File: src/rtl/mux_scan.sv
// mux_scan: steps a 4:1 mux select through keys 0..3, captures the mux output at the end of each dwell
// and presents the assembled 4-bit word on a valid/ready handshake. Optional macro: MUX_SCAN_CHANGE_EN adds `change`.
module mux_scan #(
    parameter int DWELL = 4,
    parameter int CW    = (DWELL > 1) ? $clog2(DWELL) : 1
) (
    input  logic       clk,
    input  logic       rst_n,
    input  logic       start,
    input  logic       cont,
    output logic [1:0] sel_out,
    input  logic       mux_in,
    output logic [3:0] sample,
    output logic       sample_valid,
    input  logic       sample_ready,
`ifdef MUX_SCAN_CHANGE_EN
    output logic       change,
`endif
    output logic       busy
);

    typedef enum logic [1:0] {IDLE, SCAN, HOLD} state_t;

    localparam logic [CW-1:0] CNT_LAST = CW'(DWELL - 1);

    state_t        state, state_nxt;
    logic [CW-1:0] cnt;
    logic [3:0]    shreg;
    logic [1:0]    sel;
    logic          dwell_done;
    logic          accept;
    logic          scan_done;

    // Handshake: a word transfers on any rising edge with sample_valid && sample_ready.
    // sample_valid is a register (never a function of sample_ready); sample holds while it waits.
    assign dwell_done = (cnt == CNT_LAST);
    assign accept     = sample_valid && sample_ready;
    assign scan_done  = (state == SCAN) && dwell_done && (sel == 2'd3);
    assign sel_out    = sel;
    assign busy       = (state != IDLE);

    always_ff @(posedge clk or negedge rst_n) begin
        if (!rst_n) begin
            state <= IDLE;
        end else begin
            state <= state_nxt;
        end
    end

    always_comb begin
        state_nxt = state;
        case (state)
            IDLE:    if (start) state_nxt = SCAN;
            SCAN:    if (dwell_done && sel == 2'd3) state_nxt = HOLD;
            HOLD:    if (accept) state_nxt = cont ? SCAN : IDLE;
            default: state_nxt = IDLE;
        endcase
    end

    always_ff @(posedge clk or negedge rst_n) begin
        if (!rst_n) begin
            cnt          <= '0;
            shreg        <= '0;
            sel          <= '0;
            sample       <= '0;
            sample_valid <= 1'b0;
        end else begin
            case (state)
                IDLE: begin
                    if (start) begin
                        cnt   <= '0;
                        sel   <= '0;
                        shreg <= '0;
                    end
                end
                SCAN: begin
                    if (!dwell_done) begin
                        cnt <= cnt + 1'b1;
                    end else begin
                        shreg[sel] <= mux_in;
                        cnt        <= '0;
                        if (sel != 2'd3) begin
                            sel <= sel + 2'd1;
                        end else begin
                            // Last slot goes straight into the result; shreg[3] is not yet updated here.
                            sample       <= {mux_in, shreg[2:0]};
                            sample_valid <= 1'b1;
                            sel          <= '0;
                        end
                    end
                end
                HOLD: begin
                    if (accept) begin
                        sample_valid <= 1'b0;
                        cnt          <= '0;
                        sel          <= '0;
                    end
                end
                default: ;
            endcase
        end
    end

`ifdef MUX_SCAN_CHANGE_EN
    logic [3:0] last_acc;

    // Compare the new word against the last one downstream actually accepted.
    always_ff @(posedge clk or negedge rst_n) begin
        if (!rst_n) begin
            change   <= 1'b0;
            last_acc <= '0;
        end else begin
            change <= scan_done && ({mux_in, shreg[2:0]} != last_acc);
            if (accept) last_acc <= sample;
        end
    end
`endif

endmodule
File: config.mk
export PLATFORM = sky130hd
export DESIGN_NAME = mux_scan
export DESIGN_NICKNAME = d
export VERILOG_FILES = /design/src/rtl/mux_scan.sv
export SDC_FILE = /design/constraint.sdc
export NUM_CORES = 1
export LEC_CHECK = 0
export BUFFER_PORTS_ARGS = -buffer_cell sky130_fd_sc_hd__buf_4
export CORE_MARGIN = 2
export CORE_UTILIZATION = 52
export DETAILED_ROUTE_END_ITERATION = 12
export GPL_TIMING_DRIVEN = 0
export PLACE_DENSITY = 0.75
export SETUP_SLACK_MARGIN = 0.02
export SLEW_MARGIN = 15
export SYNTH_ARGS = -nofsm -noshare
export SYNTH_HDL_FRONTEND = slang
export SYNTH_SLANG_ARGS = --single-unit
File: constraint.sdc
create_clock -name clk -period 1.7 [get_ports clk]
set_clock_uncertainty 0.05 [all_clocks]
set_input_delay 0.085 -clock clk [delete_from_list [all_inputs] [get_ports clk]]
set_output_delay 0.085 -clock clk [all_outputs]
set_load 0.02 [all_outputs]
==> impl_metrics.xml <==
<?xml version="1.0" encoding="UTF-8"?>
<metrics>
  <group name="run_status">
    <metric name="status" unit="">complete, no violations</metric>
  </group>
  <group name="clock_tree">
    <metric name="buffers_inserted_during_post_cts_setup_optimization" unit="">0</metric>
    <metric name="h-tree-depth" unit="">1</metric>
    <metric name="clk_transition_reported_paths" unit="ps">90</metric>
    <metric name="clock_latency" unit="ps">280</metric>
    <metric name="cts_made_buffers" unit="">3</metric>
    <metric name="post_cts_resized" unit="">0</metric>
    <metric name="clock_sinks" unit="">14</metric>
    <metric name="clock-root-buffer" unit="">clkbuf_4</metric>
    <metric name="cts.hold.buffers_added" unit="">2</metric>
    <metric name="tritoncts_clock_tree" unit="">done</metric>
    <metric name="clockBufferDepth" unit="">2</metric>
  </group>
  <group name="final_layout">
    <metric name="antenna_cells" unit="">0</metric>
    <metric name="final_cells" unit="">97</metric>
    <metric name="finalNetCount" unit="">94</metric>
    <metric name="layout-drive-gt1-share" unit="%">32.9</metric>
    <metric name="post-route-cell-area" unit="sq um">935</metric>
    <metric name="synthToLayoutAreaGrowth" unit="%">22.7</metric>
    <metric name="nFillCells" unit="">102</metric>
  </group>
  <group name="grt">
    <metric name="first_global_vias" unit="">525</metric>
    <metric name="total_track_usage" unit="%">17.3</metric>
    <metric name="grt_max_degree" unit="">15</metric>
    <metric name="number_of_antenna_violations_at_the_first_check_in_global_routing" unit="">0</metric>
    <metric name="grt_pass1_wl" unit="mm">2.31</metric>
    <metric name="grt_remaining_overflow" unit="">0</metric>
  </group>
  <group name="power">
    <metric name="combinationalPowerShare" unit="%">50.2</metric>
    <metric name="total_switching_power" unit="uW">667</metric>
    <metric name="static-leakage-power" unit="nW">0.479</metric>
    <metric name="sw_frac_of_total" unit="%">38.6</metric>
    <metric name="pwr_density_cell" unit="nW/um^2">1850</metric>
    <metric name="seq_power_share" unit="%">35.9</metric>
    <metric name="vdd_ir_drop_max" unit="mV">1.19</metric>
    <metric name="p_int" unit="mW">1.06</metric>
    <metric name="clockPowerShare" unit="%">14.0</metric>
  </group>
  <group name="worst_setup_path">
    <metric name="critical_path.n_buffers_inverters" unit="">1</metric>
    <metric name="timing_worst_setup_path_type" unit="">flip-flop to flip-flop</metric>
    <metric name="cp_startpoint_kind" unit="">flip-flop</metric>
    <metric name="regToRegStartpoint" unit="">cnt[0]$_DFFE_PN0P_</metric>
    <metric name="reg2reg_depth" unit="">5</metric>
    <metric name="r2r-end" unit="">shreg[1]$_DFFE_PN0P_</metric>
    <metric name="setup.worst_path.start" unit="">cnt[0]$_DFFE_PN0P_</metric>
    <metric name="timing.critical_path.arrival" unit="ps">1610</metric>
    <metric name="cpMaxStageDelayCell" unit="">dfrtp_1</metric>
    <metric name="worst_path_largest_cell_delay" unit="ps">380</metric>
    <metric name="timing.critical_path.to_type" unit="">flip-flop</metric>
    <metric name="crit_fanout" unit="">6</metric>
    <metric name="crit_path_frequent_cell" unit="">mux2i_1</metric>
    <metric name="crit_family" unit="">flip-flops</metric>
    <metric name="critical_path.cell_chain" unit="">ha_1 -&gt; buf_2 -&gt; mux2i_1 -&gt; nor3b_1 -&gt; mux2i_1</metric>
    <metric name="critical_path.endpoint" unit="">shreg[1]$_DFFE_PN0P_</metric>
    <metric name="worstSetupPathDepth" unit="">5</metric>
    <metric name="worst-r2r-setup-slack" unit="ps">250</metric>
    <metric name="critical_path_required" unit="ps">1860</metric>
  </group>
  <group name="yosys">
    <metric name="xor_and_xnor_fraction_of_the_mapped_netlist_area" unit="%">0</metric>
    <metric name="syn_area" unit="sq um">762</metric>
    <metric name="synth-simple-area-share" unit="%">16.7</metric>
    <metric name="synthDistinctLibCells" unit="">25</metric>
    <metric name="synth_fa_ha_area_share" unit="%">8.21</metric>
    <metric name="yosys_warns" unit="">0</metric>
    <metric name="synth.yosys.seq_area_share" unit="%">46.0</metric>
    <metric name="postSynth.topFlopCell" unit="">dfrtp_1</metric>
    <metric name="synthCells" unit="">63</metric>
    <metric name="synthesis.area_per_instance" unit="sq um">12.1</metric>
    <metric name="synth_top_family_by_area" unit="">simple AND/OR/NAND/NOR gates</metric>
    <metric name="synth_edf_count" unit="">0</metric>
    <metric name="flip_flop_and_latch_count_after_synthesis" unit="">14</metric>
    <metric name="synthesis.nets" unit="">74</metric>
    <metric name="synth_top_cell_area_share" unit="%">46.0</metric>
    <metric name="ys_top_cells_by_area" unit="">dfrtp_1 (46%), ha_1 (8.2%), mux2i_1 (7.9%), mux2_4 (7.9%), nor3b_1 (3.0%)</metric>
    <metric name="synth-compound-area-share" unit="%">9.69</metric>
    <metric name="synth_mux_area_share" unit="%">15.8</metric>
    <metric name="ys_top_cells_by_count" unit="">dfrtp_1 (14), mux2i_1 (6), ha_1 (5), nand2_1 (5)</metric>
    <metric name="yosysMostFrequentCell" unit="">dfrtp_1</metric>
    <metric name="synth.largest_area_cell" unit="">dfrtp_1</metric>
    <metric name="async_flop_share" unit="%">100</metric>
  </group>
  <group name="sta">
    <metric name="fmax" unit="GHz">0.690</metric>
    <metric name="grt_setup_unrepaired" unit="">false</metric>
    <metric name="finalHoldViolCount" unit="">0</metric>
    <metric name="worst_pin_slew" unit="ps">244</metric>
    <metric name="final.min_clock_period" unit="ps">1450</metric>
    <metric name="timing.max_slew.rel_slack" unit="%">83.2</metric>
    <metric name="finalCritPeriodShare" unit="%">85.3</metric>
    <metric name="report.final.slew_viol_count" unit="">0</metric>
    <metric name="report.final.setup_viol" unit="">0</metric>
    <metric name="setup_tns" unit="ps">0</metric>
  </group>
  <group name="floorplanning">
    <metric name="x_dimension_of_the_die" unit="um">42.3</metric>
    <metric name="design.core.area" unit="sq um">1330</metric>
    <metric name="design.die.area" unit="sq um">1790</metric>
    <metric name="initial_utilization" unit="%">57.1</metric>
    <metric name="die_y" unit="um">42.3</metric>
    <metric name="rows" unit="">13</metric>
    <metric name="ios" unit="">14</metric>
  </group>
  <group name="routing">
    <metric name="drt-initial-drc-count" unit="">4</metric>
    <metric name="ant_nets" unit="">0</metric>
    <metric name="routed_wl" unit="mm">1.33</metric>
    <metric name="residual_drc" unit="">0</metric>
    <metric name="avgRoutedWirePerCell" unit="um">13.7</metric>
    <metric name="vias" unit="">522</metric>
    <metric name="drt_first_pass_iters" unit="">4</metric>
    <metric name="vias_per_cell" unit="">5.38</metric>
  </group>
  <group name="run">
    <metric name="max_cap_viol_count" unit="">0</metric>
  </group>
  <group name="worst_hold_path">
    <metric name="timing.hold.worst.class" unit="">input port to flip-flop</metric>
  </group>
  <group name="place">
    <metric name="half_perimeter_wire_length_of_the_detailed_placement_result" unit="um">962</metric>
    <metric name="io_port_bufs" unit="">13</metric>
    <metric name="dpl_cell_area" unit="sq um">878</metric>
    <metric name="gpl.final_weighted_congestion" unit="">0.716</metric>
    <metric name="post-place-cells" unit="">91</metric>
  </group>
</metrics>
==> cell type report <==
cell class | count | area (sq um) | area share [%]
multi-input cells | 43 | 384 | 41.1
clock buffers | 4 | 36.3 | 3.88
repair buffers | 15 | 118 | 12.6
flip-flops and latches | 14 | 350 | 37.5
well taps | 15 | 18.8 | 2.01
inverters | 4 | 15.0 | 1.61
plain buffers | 2 | 12.5 | 1.34
==> cells by family after synthesis <==
kind of cell    after synthesis
mux                          10
fa+ha+maj                     5
flops                        14
compound gates               10
buf+inv                       6
simple gates                 18
==> routing by layer <==
layer	share of wire (%)	vias to the layer above	routed length (um)	track usage, %
li1	-	263	-	-
met1	50	244	669	23.8
met2	44	13	588	25.8
met3	4.0	2	53	2.59
met4	1.1	0	14	9.38
met5	0	-	0	0
==> layout by cell type, fill, tap and decap left out, drive strengths merged <==
cell type and n:
a21oi 2, dlygate4sd3 2, buf 15, and2 1, or3b 1, or2 1, nand2 5, dfrtp 14
a311o 1, o21ai 2, nor3 1, a22o 1, a21o 1, o2bb2ai 2, inv 4, mux2 4
nor2 2, nor2b 1, nand3 1, ha 5, or2b 1, nand2b 1, o32a 1, mux2i 6
clkbuf 4, nor3b 3
==> worst min-delay path by stage <==
stage,from,end,cells past startpoint
after floorplan,rst_n,cnt[0]$_DFFE_PN0P_,0
after global placement,rst_n,sample_valid$_DFFE_PN0P_,1
after detailed placement,rst_n,cnt[1]$_DFFE_PN0P_,1
after CTS,cont,state[0]$_DFFE_PN0P_,3
after global routing,cont,state[0]$_DFFE_PN0P_,3
final,cont,state[0]$_DFFE_PN0P_,3
==> worst register-to-register path, cell delays in order (launching register included) <==
cell     delay, ps
dfrtp_1        380
ha_1           150
buf_2          190
mux2i_1        140
nor3b_1        260
mux2i_1        210
==> sequential cells by signal, summed over array words and instances (netlist names) <==
signal and cells:
cnt 2, sel_out 2, sample 4, state 2, sample_valid 1, shreg 3
==> power by group through the flow <==
| stage | logic [mW] | registers, mW | clock network [mW] |
|---|---|---|---|
| finish | 0.867 | 0.619 | 0.241 |
| global route | 0.962 | 0.642 | 0.265 |
| CTS | 0.876 | 0.616 | 0.249 |
| detailed placement | 0.862 | 0.623 | 0 |
| global placement | 0.852 | 0.612 | 0 |
| floorplan | 0.534 | 0.690 | 0 |
==> per-stage QoR <==
stage / util (%) / hold slack, ps / setup WS [ps] / power [mW]
final: 70.1 / 31.0 / 250 / 1.73
after global routing: 70.1 / 44.7 / 90.3 / 1.87
after CTS: 70.1 / 16.1 / 226 / 1.74
after detailed placement: 65.9 / -106 / 262 / 1.49
after global placement: 65.9 / -107 / 265 / 1.46
after floorplan: - / -261 / 307 / 1.22
Power figures use the tool's default switching activity.
